## src/rtl/mapu_nxn.sv

```systemverilog
// rtl/mapu_nxn.sv - DIMxDIM matrix add/sub/mult/transpose unit with row streaming
//
// Loads matrix A (and B unless transposing) one row per handshake, computes one
// result row per cycle, then streams result rows out under downstream flow control.
//
// Ports:
//   clk      in   clock, rising edge
//   reset_n  in   synchronous active-low reset
//   i_vld    in   input row valid
//   o_rdy    out  input row accepted (LOAD_A / LOAD_B only)
//   i_op     in   00 add, 01 sub, 10 mult, 11 transpose(A); latched on A row 0
//   i_sat    in   1 saturate, 0 wrap modulo 2^DATA_WIDTH; latched on A row 0
//   i_row    in   input row, element 0 in LSBs
//   o_vld    out  result row valid
//   i_rdy    in   downstream accepts result row
//   o_row    out  result row, element 0 in LSBs
//   o_ovf    out  any element of this operation clamped or wrapped
//   o_busy   out  an operation is in progress
module mapu_nxn #(
    parameter int DATA_WIDTH = 8,
    parameter int DIM        = 4
) (
    input  logic                      clk,
    input  logic                      reset_n,
    input  logic                      i_vld,
    output logic                      o_rdy,
    input  logic [1:0]                i_op,
    input  logic                      i_sat,
    input  logic [DIM*DATA_WIDTH-1:0] i_row,
    output logic                      o_vld,
    input  logic                      i_rdy,
    output logic [DIM*DATA_WIDTH-1:0] o_row,
    output logic                      o_ovf,
    output logic                      o_busy
);

    localparam int CNT_W = (DIM > 1) ? $clog2(DIM) : 1;
    localparam int ACC_W = 2 * DATA_WIDTH + $clog2(DIM);
    localparam logic [CNT_W-1:0] LAST = CNT_W'(DIM - 1);

    typedef enum logic [1:0] {LOAD_A, LOAD_B, COMPUTE, UNLOAD} state_t;

    state_t                      state_q;
    logic [CNT_W-1:0]            cnt_q;
    logic [1:0]                  op_q;
    logic                        sat_q;
    logic                        ovf_acc_q;
    logic                        o_vld_q;
    logic                        o_ovf_q;
    logic [DIM*DATA_WIDTH-1:0]   o_row_q;
    logic [DATA_WIDTH-1:0]       a_q [DIM][DIM];
    logic [DATA_WIDTH-1:0]       b_q [DIM][DIM];
    logic [DATA_WIDTH-1:0]       c_q [DIM][DIM];

    logic [DATA_WIDTH-1:0]       row_d [DIM];
    logic                        row_ovf_d;
    logic [ACC_W-1:0]            acc;
    logic                        neg;
    logic [CNT_W-1:0]            cnt_nxt;

    assign cnt_nxt = cnt_q + 1'b1;

    function automatic logic [ACC_W-1:0] ext(input logic [DATA_WIDTH-1:0] x);
        return {{(ACC_W - DATA_WIDTH){1'b0}}, x};
    endfunction

    // Result row cnt_q, computed at full width and then reduced to DATA_WIDTH.
    always_comb begin
        row_ovf_d = 1'b0;
        acc       = '0;
        neg       = 1'b0;
        for (int c = 0; c < DIM; c++) begin
            acc      = '0;
            neg      = 1'b0;
            row_d[c] = '0;
            case (op_q)
                2'b00: acc = ext(a_q[cnt_q][c]) + ext(b_q[cnt_q][c]);
                2'b01: begin
                    acc = ext(a_q[cnt_q][c]) - ext(b_q[cnt_q][c]);
                    neg = a_q[cnt_q][c] < b_q[cnt_q][c];
                end
                2'b10: begin
                    for (int k = 0; k < DIM; k++) begin
                        acc = acc + ext(a_q[cnt_q][k]) * ext(b_q[k][c]);
                    end
                end
                default: acc = ext(a_q[c][cnt_q]);
            endcase
            // Low bits of a two's-complement difference are already the modulo result.
            if (op_q == 2'b11) begin
                row_d[c] = acc[DATA_WIDTH-1:0];
            end else if (neg) begin
                row_ovf_d = 1'b1;
                row_d[c]  = sat_q ? '0 : acc[DATA_WIDTH-1:0];
            end else if (acc[ACC_W-1:DATA_WIDTH] != '0) begin
                row_ovf_d = 1'b1;
                row_d[c]  = sat_q ? '1 : acc[DATA_WIDTH-1:0];
            end else begin
                row_d[c] = acc[DATA_WIDTH-1:0];
            end
        end
    end

    always_ff @(posedge clk) begin
        if (!reset_n) begin
            state_q   <= LOAD_A;
            cnt_q     <= '0;
            op_q      <= '0;
            sat_q     <= 1'b0;
            ovf_acc_q <= 1'b0;
            o_vld_q   <= 1'b0;
            o_ovf_q   <= 1'b0;
            o_row_q   <= '0;
            for (int r = 0; r < DIM; r++) begin
                for (int c = 0; c < DIM; c++) begin
                    a_q[r][c] <= '0;
                    b_q[r][c] <= '0;
                    c_q[r][c] <= '0;
                end
            end
        end else begin
            case (state_q)
                LOAD_A: begin
                    if (i_vld) begin
                        for (int c = 0; c < DIM; c++) begin
                            a_q[cnt_q][c] <= i_row[c*DATA_WIDTH +: DATA_WIDTH];
                        end
                        if (cnt_q == '0) begin
                            op_q  <= i_op;
                            sat_q <= i_sat;
                        end
                        if (cnt_q == LAST) begin
                            cnt_q     <= '0;
                            ovf_acc_q <= 1'b0;
                            state_q   <= (op_q == 2'b11) ? COMPUTE : LOAD_B;
                        end else begin
                            cnt_q <= cnt_nxt;
                        end
                    end
                end
                LOAD_B: begin
                    if (i_vld) begin
                        for (int c = 0; c < DIM; c++) begin
                            b_q[cnt_q][c] <= i_row[c*DATA_WIDTH +: DATA_WIDTH];
                        end
                        if (cnt_q == LAST) begin
                            cnt_q   <= '0;
                            state_q <= COMPUTE;
                        end else begin
                            cnt_q <= cnt_nxt;
                        end
                    end
                end
                COMPUTE: begin
                    c_q[cnt_q] <= row_d;
                    ovf_acc_q  <= ovf_acc_q | row_ovf_d;
                    if (cnt_q == LAST) begin
                        cnt_q   <= '0;
                        state_q <= UNLOAD;
                    end else begin
                        cnt_q <= cnt_nxt;
                    end
                end
                default: begin
                    // First UNLOAD cycle presents row 0; afterwards advance on handshake.
                    if (!o_vld_q) begin
                        o_vld_q <= 1'b1;
                        o_ovf_q <= ovf_acc_q;
                        for (int c = 0; c < DIM; c++) begin
                            o_row_q[c*DATA_WIDTH +: DATA_WIDTH] <= c_q[cnt_q][c];
                        end
                    end else if (i_rdy) begin
                        if (cnt_q == LAST) begin
                            o_vld_q <= 1'b0;
                            o_ovf_q <= 1'b0;
                            o_row_q <= '0;
                            cnt_q   <= '0;
                            state_q <= LOAD_A;
                        end else begin
                            cnt_q <= cnt_nxt;
                            for (int c = 0; c < DIM; c++) begin
                                o_row_q[c*DATA_WIDTH +: DATA_WIDTH] <= c_q[cnt_nxt][c];
                            end
                        end
                    end
                end
            endcase
        end
    end

    assign o_rdy  = (state_q == LOAD_A) || (state_q == LOAD_B);
    assign o_busy = (state_q != LOAD_A) || (cnt_q != '0);
    assign o_vld  = o_vld_q;
    assign o_row  = o_row_q;
    assign o_ovf  = o_ovf_q;

endmodule

```

## config.mk

```make
export PLATFORM = sky130hd
export DESIGN_NAME = mapu_nxn
export DESIGN_NICKNAME = d
export VERILOG_FILES = /design/src/rtl/mapu_nxn.sv
export SDC_FILE = /design/constraint.sdc
export NUM_CORES = 2
export LEC_CHECK = 0
export CORE_UTILIZATION = 45
export CTS_CLUSTER_DIAMETER = 50
export DETAILED_ROUTE_END_ITERATION = 6
export PLACE_DENSITY = 0.57
export SETUP_SLACK_MARGIN = 0.05
export SLEW_MARGIN = 5
export SYNTH_ARGS = -nofsm -noshare
export SYNTH_HDL_FRONTEND = slang
export SYNTH_SLANG_ARGS = --single-unit
```

## constraint.sdc

```tcl
create_clock -name clk -period 13.6 [get_ports clk]
set_input_delay 2.04 -clock clk [delete_from_list [all_inputs] [get_ports clk]]
set_output_delay 2.04 -clock clk [all_outputs]
set_load 0.02 [all_outputs]
```

==> results.sh <==
export IMPL_status="completed"
export IMPL_syn_cell_area_um2=59900
export IMPL_synthToLayoutAreaGrowth_pct=7.98
export IMPL_vias_per_cell=5.57
export IMPL_yosys_cell_types_count=80
export IMPL_r2r_end="c_q[0][24]"
export IMPL_cp_max_fo=46
export IMPL_drv_slew=0
export IMPL_hold_path_depth=2
export IMPL_cts_resized=0
export IMPL_grt_overflow=0
export IMPL_r2r_cells=25
export IMPL_port_buffers=74
export IMPL_layout_commonest_cell="inv_1"
export IMPL_max_cap_viol_count=0
export IMPL_worstSetupStartpointType="register"
export IMPL_hp_class="reg -> reg"
export IMPL_drt_iter0_drc=3472
export IMPL_skew_ps=78.7
export IMPL_start_util=0.454
export IMPL_die_x_um=367
export IMPL_dieArea_um2=135000
export IMPL_synth_nets=7207
export IMPL_required_ps=13960
export IMPL_cp_end_kind="register"
export IMPL_setup_tns_ps=0
export IMPL_n_fill_cell=12200
export IMPL_wl_per_cell_um=25.1
export IMPL_path_class="reg -> reg"
export IMPL_h_tree_depth=2
export IMPL_synth_edf_count=384
export IMPL_holdPathEnd="o_ovf"
export IMPL_ant_nets=0
export IMPL_min_period_ps=10870
export IMPL_grt_pass1_vias=44500
export IMPL_antenna_found_initial=18
export IMPL_root_buffer="clkbuf_16"
export IMPL_fmax_mhz=92.0
export IMPL_avgSynthCellArea_um2=10.6
export IMPL_min_from="o_ovf"
export IMPL_path_common_cell="fa_1"
export IMPL_num_vias=41500
export IMPL_layout_nets=7177
export IMPL_cts_sinks=428
export IMPL_drc=0
export IMPL_setup_viol=0
export IMPL_max_slew_margin=0.234
export IMPL_slowest_stage="dfxtp_4"
export IMPL_ys_flop_type="edfxtp_1"
export IMPL_hold_viol=0
export IMPL_cts_setup_buffers=0
export IMPL_ctsHoldBuffers=0
export IMPL_async_reset_ff_frac=0
export IMPL_arrival_ps=11240
export IMPL_finalCritPeriodShare=0.800
export IMPL_multiInputGateArea_um2=42600
export IMPL_drive_gt1_frac=0.0672
export IMPL_dp_final_hpwl_mm=143
export IMPL_synth_seq_area_share=0.207
export IMPL_worstMarginPinSlew_ps=1150
export IMPL_grt_max_degree=69
export IMPL_register_area_um2=12400
export IMPL_syn_inst=5675
export IMPL_cts_tree="yes"
export IMPL_die_h_um=367
export IMPL_grt_pass1_wl_mm=286
export IMPL_rsz0062_at_grt="no"
export IMPL_numCtsBuffers=61
export IMPL_clk_pin_slew_ps=60
export IMPL_io_pins=75
export IMPL_clock_tree_buffer_depth=3
export IMPL_ys_ff_latch=428
export IMPL_dr_pass1_iters=5
export IMPL_reg2reg_setup_slack_ps=2730
export IMPL_clk_latency_ps=680
export IMPL_yosysWarnings=0
export IMPL_core_area_um2=132000
export IMPL_routabilityCongestion=0.932
export IMPL_rows=133
export IMPL_grt_usage=0.284
export IMPL_routed_wl_mm=187
export IMPL_slowest_delay_ps=1010
export IMPL_final_cell_mix="1084 x inv_1, 920 x and2_1, 904 x fa_1, 586 x ha_1, 384 x edfxtp_1"
==> worst max-delay path, delay by kind of cell, from the launching register on <==
kind | cells | cell delay [ps]
compound gates | 5 | 2380
fa+ha+maj | 9 | 4490
mux | 2 | 920
buf+inv | 5 | 1100
simple gates | 4 | 570
flops | 1 | 1010
==> cell type report <==
type	count	share of cell area
inverter	1085	0.0630
antenna	8	0.000310
timing repair buffer	144	0.0196
multi-input combinational	3925	0.658
tap	1755	0.0340
sequential	428	0.192
clock buffer	73	0.0254
clock inverter	43	0.00739
==> stage by stage <==
stage	instance area, um2	worst slack [ps]	util	hold slack, ps	cells
global route	64700	2240	0.491	479	7454
floorplan	59900	4750	-	480	5675
finish	64700	2730	0.491	471	7461
global placement	62500	2750	0.474	456	7337
detailed placement	62500	2710	0.474	464	7337
CTS	64700	2620	0.491	472	7453
==> worst max path at each step <==
stage                   from    endpoint  cells past startpoint
floorplan           register   c_q[0][8]                     29
global placement    register  c_q[2][24]                     25
detailed placement  register  c_q[0][24]                     25
CTS                 register  c_q[0][24]                     25
global route        register  c_q[0][24]                     25
finish              register  c_q[0][24]                     25
==> flip-flops by register name (all words and copies together) (netlist names), 2 cells and up, named ones only <==
signal and flops:
a_q 128, b_q 128, c_q 128, o_row 32, cnt_q 2, op_q 2, state_q 2
==> routing by layer <==
| layer | vias to the layer above | GRT usage | routed length (um) |
|---|---|---|---|
| met2 | 1386 | 0.471 | 89600 |
| met3 | 278 | 0.0437 | 12800 |
| met5 | - | 0 | 0 |
| li1 | 18200 | - | - |
| met1 | 21700 | 0.386 | 78800 |
| met4 | 0 | 0.0821 | 5970 |
==> synth_stat cells, types with 25 or more instances <==
library cell,n,area share
inv_1,1084,0.068
and2_1,920,0.096
fa_1,904,0.30
ha_1,589,0.12
edfxtp_1,384,0.19
nand2_1,340,0.021
clkbuf_1,212,0.013
nor2_1,206,0.013
mux4_2,160,0.060
and3_1,143,0.015
a21oi_1,89,0.0074
o21ai_0,74,0.0062
a211oi_1,52,0.0065
dfxtp_1,44,0.015
a22oi_1,40,0.0050
xnor2_1,35,0.0051
nor3_1,29,0.0024
mux2i_1,28,0.0047
a21o_1,25,0.0031
==> cells by family after synthesis <==
group / synth area share
AND/OR/NAND/NOR: 0.161
buffers and inverters: 0.0830
AO/OA/AOI/OAI: 0.0503
flip-flops: 0.207
multiplexers: 0.0656
adder cells (fa/ha/maj): 0.425
XOR/XNOR: 0.00775
Power is not shown: default switching activity piles up to over one toggle a cycle in this logic, so the estimate is an artifact.
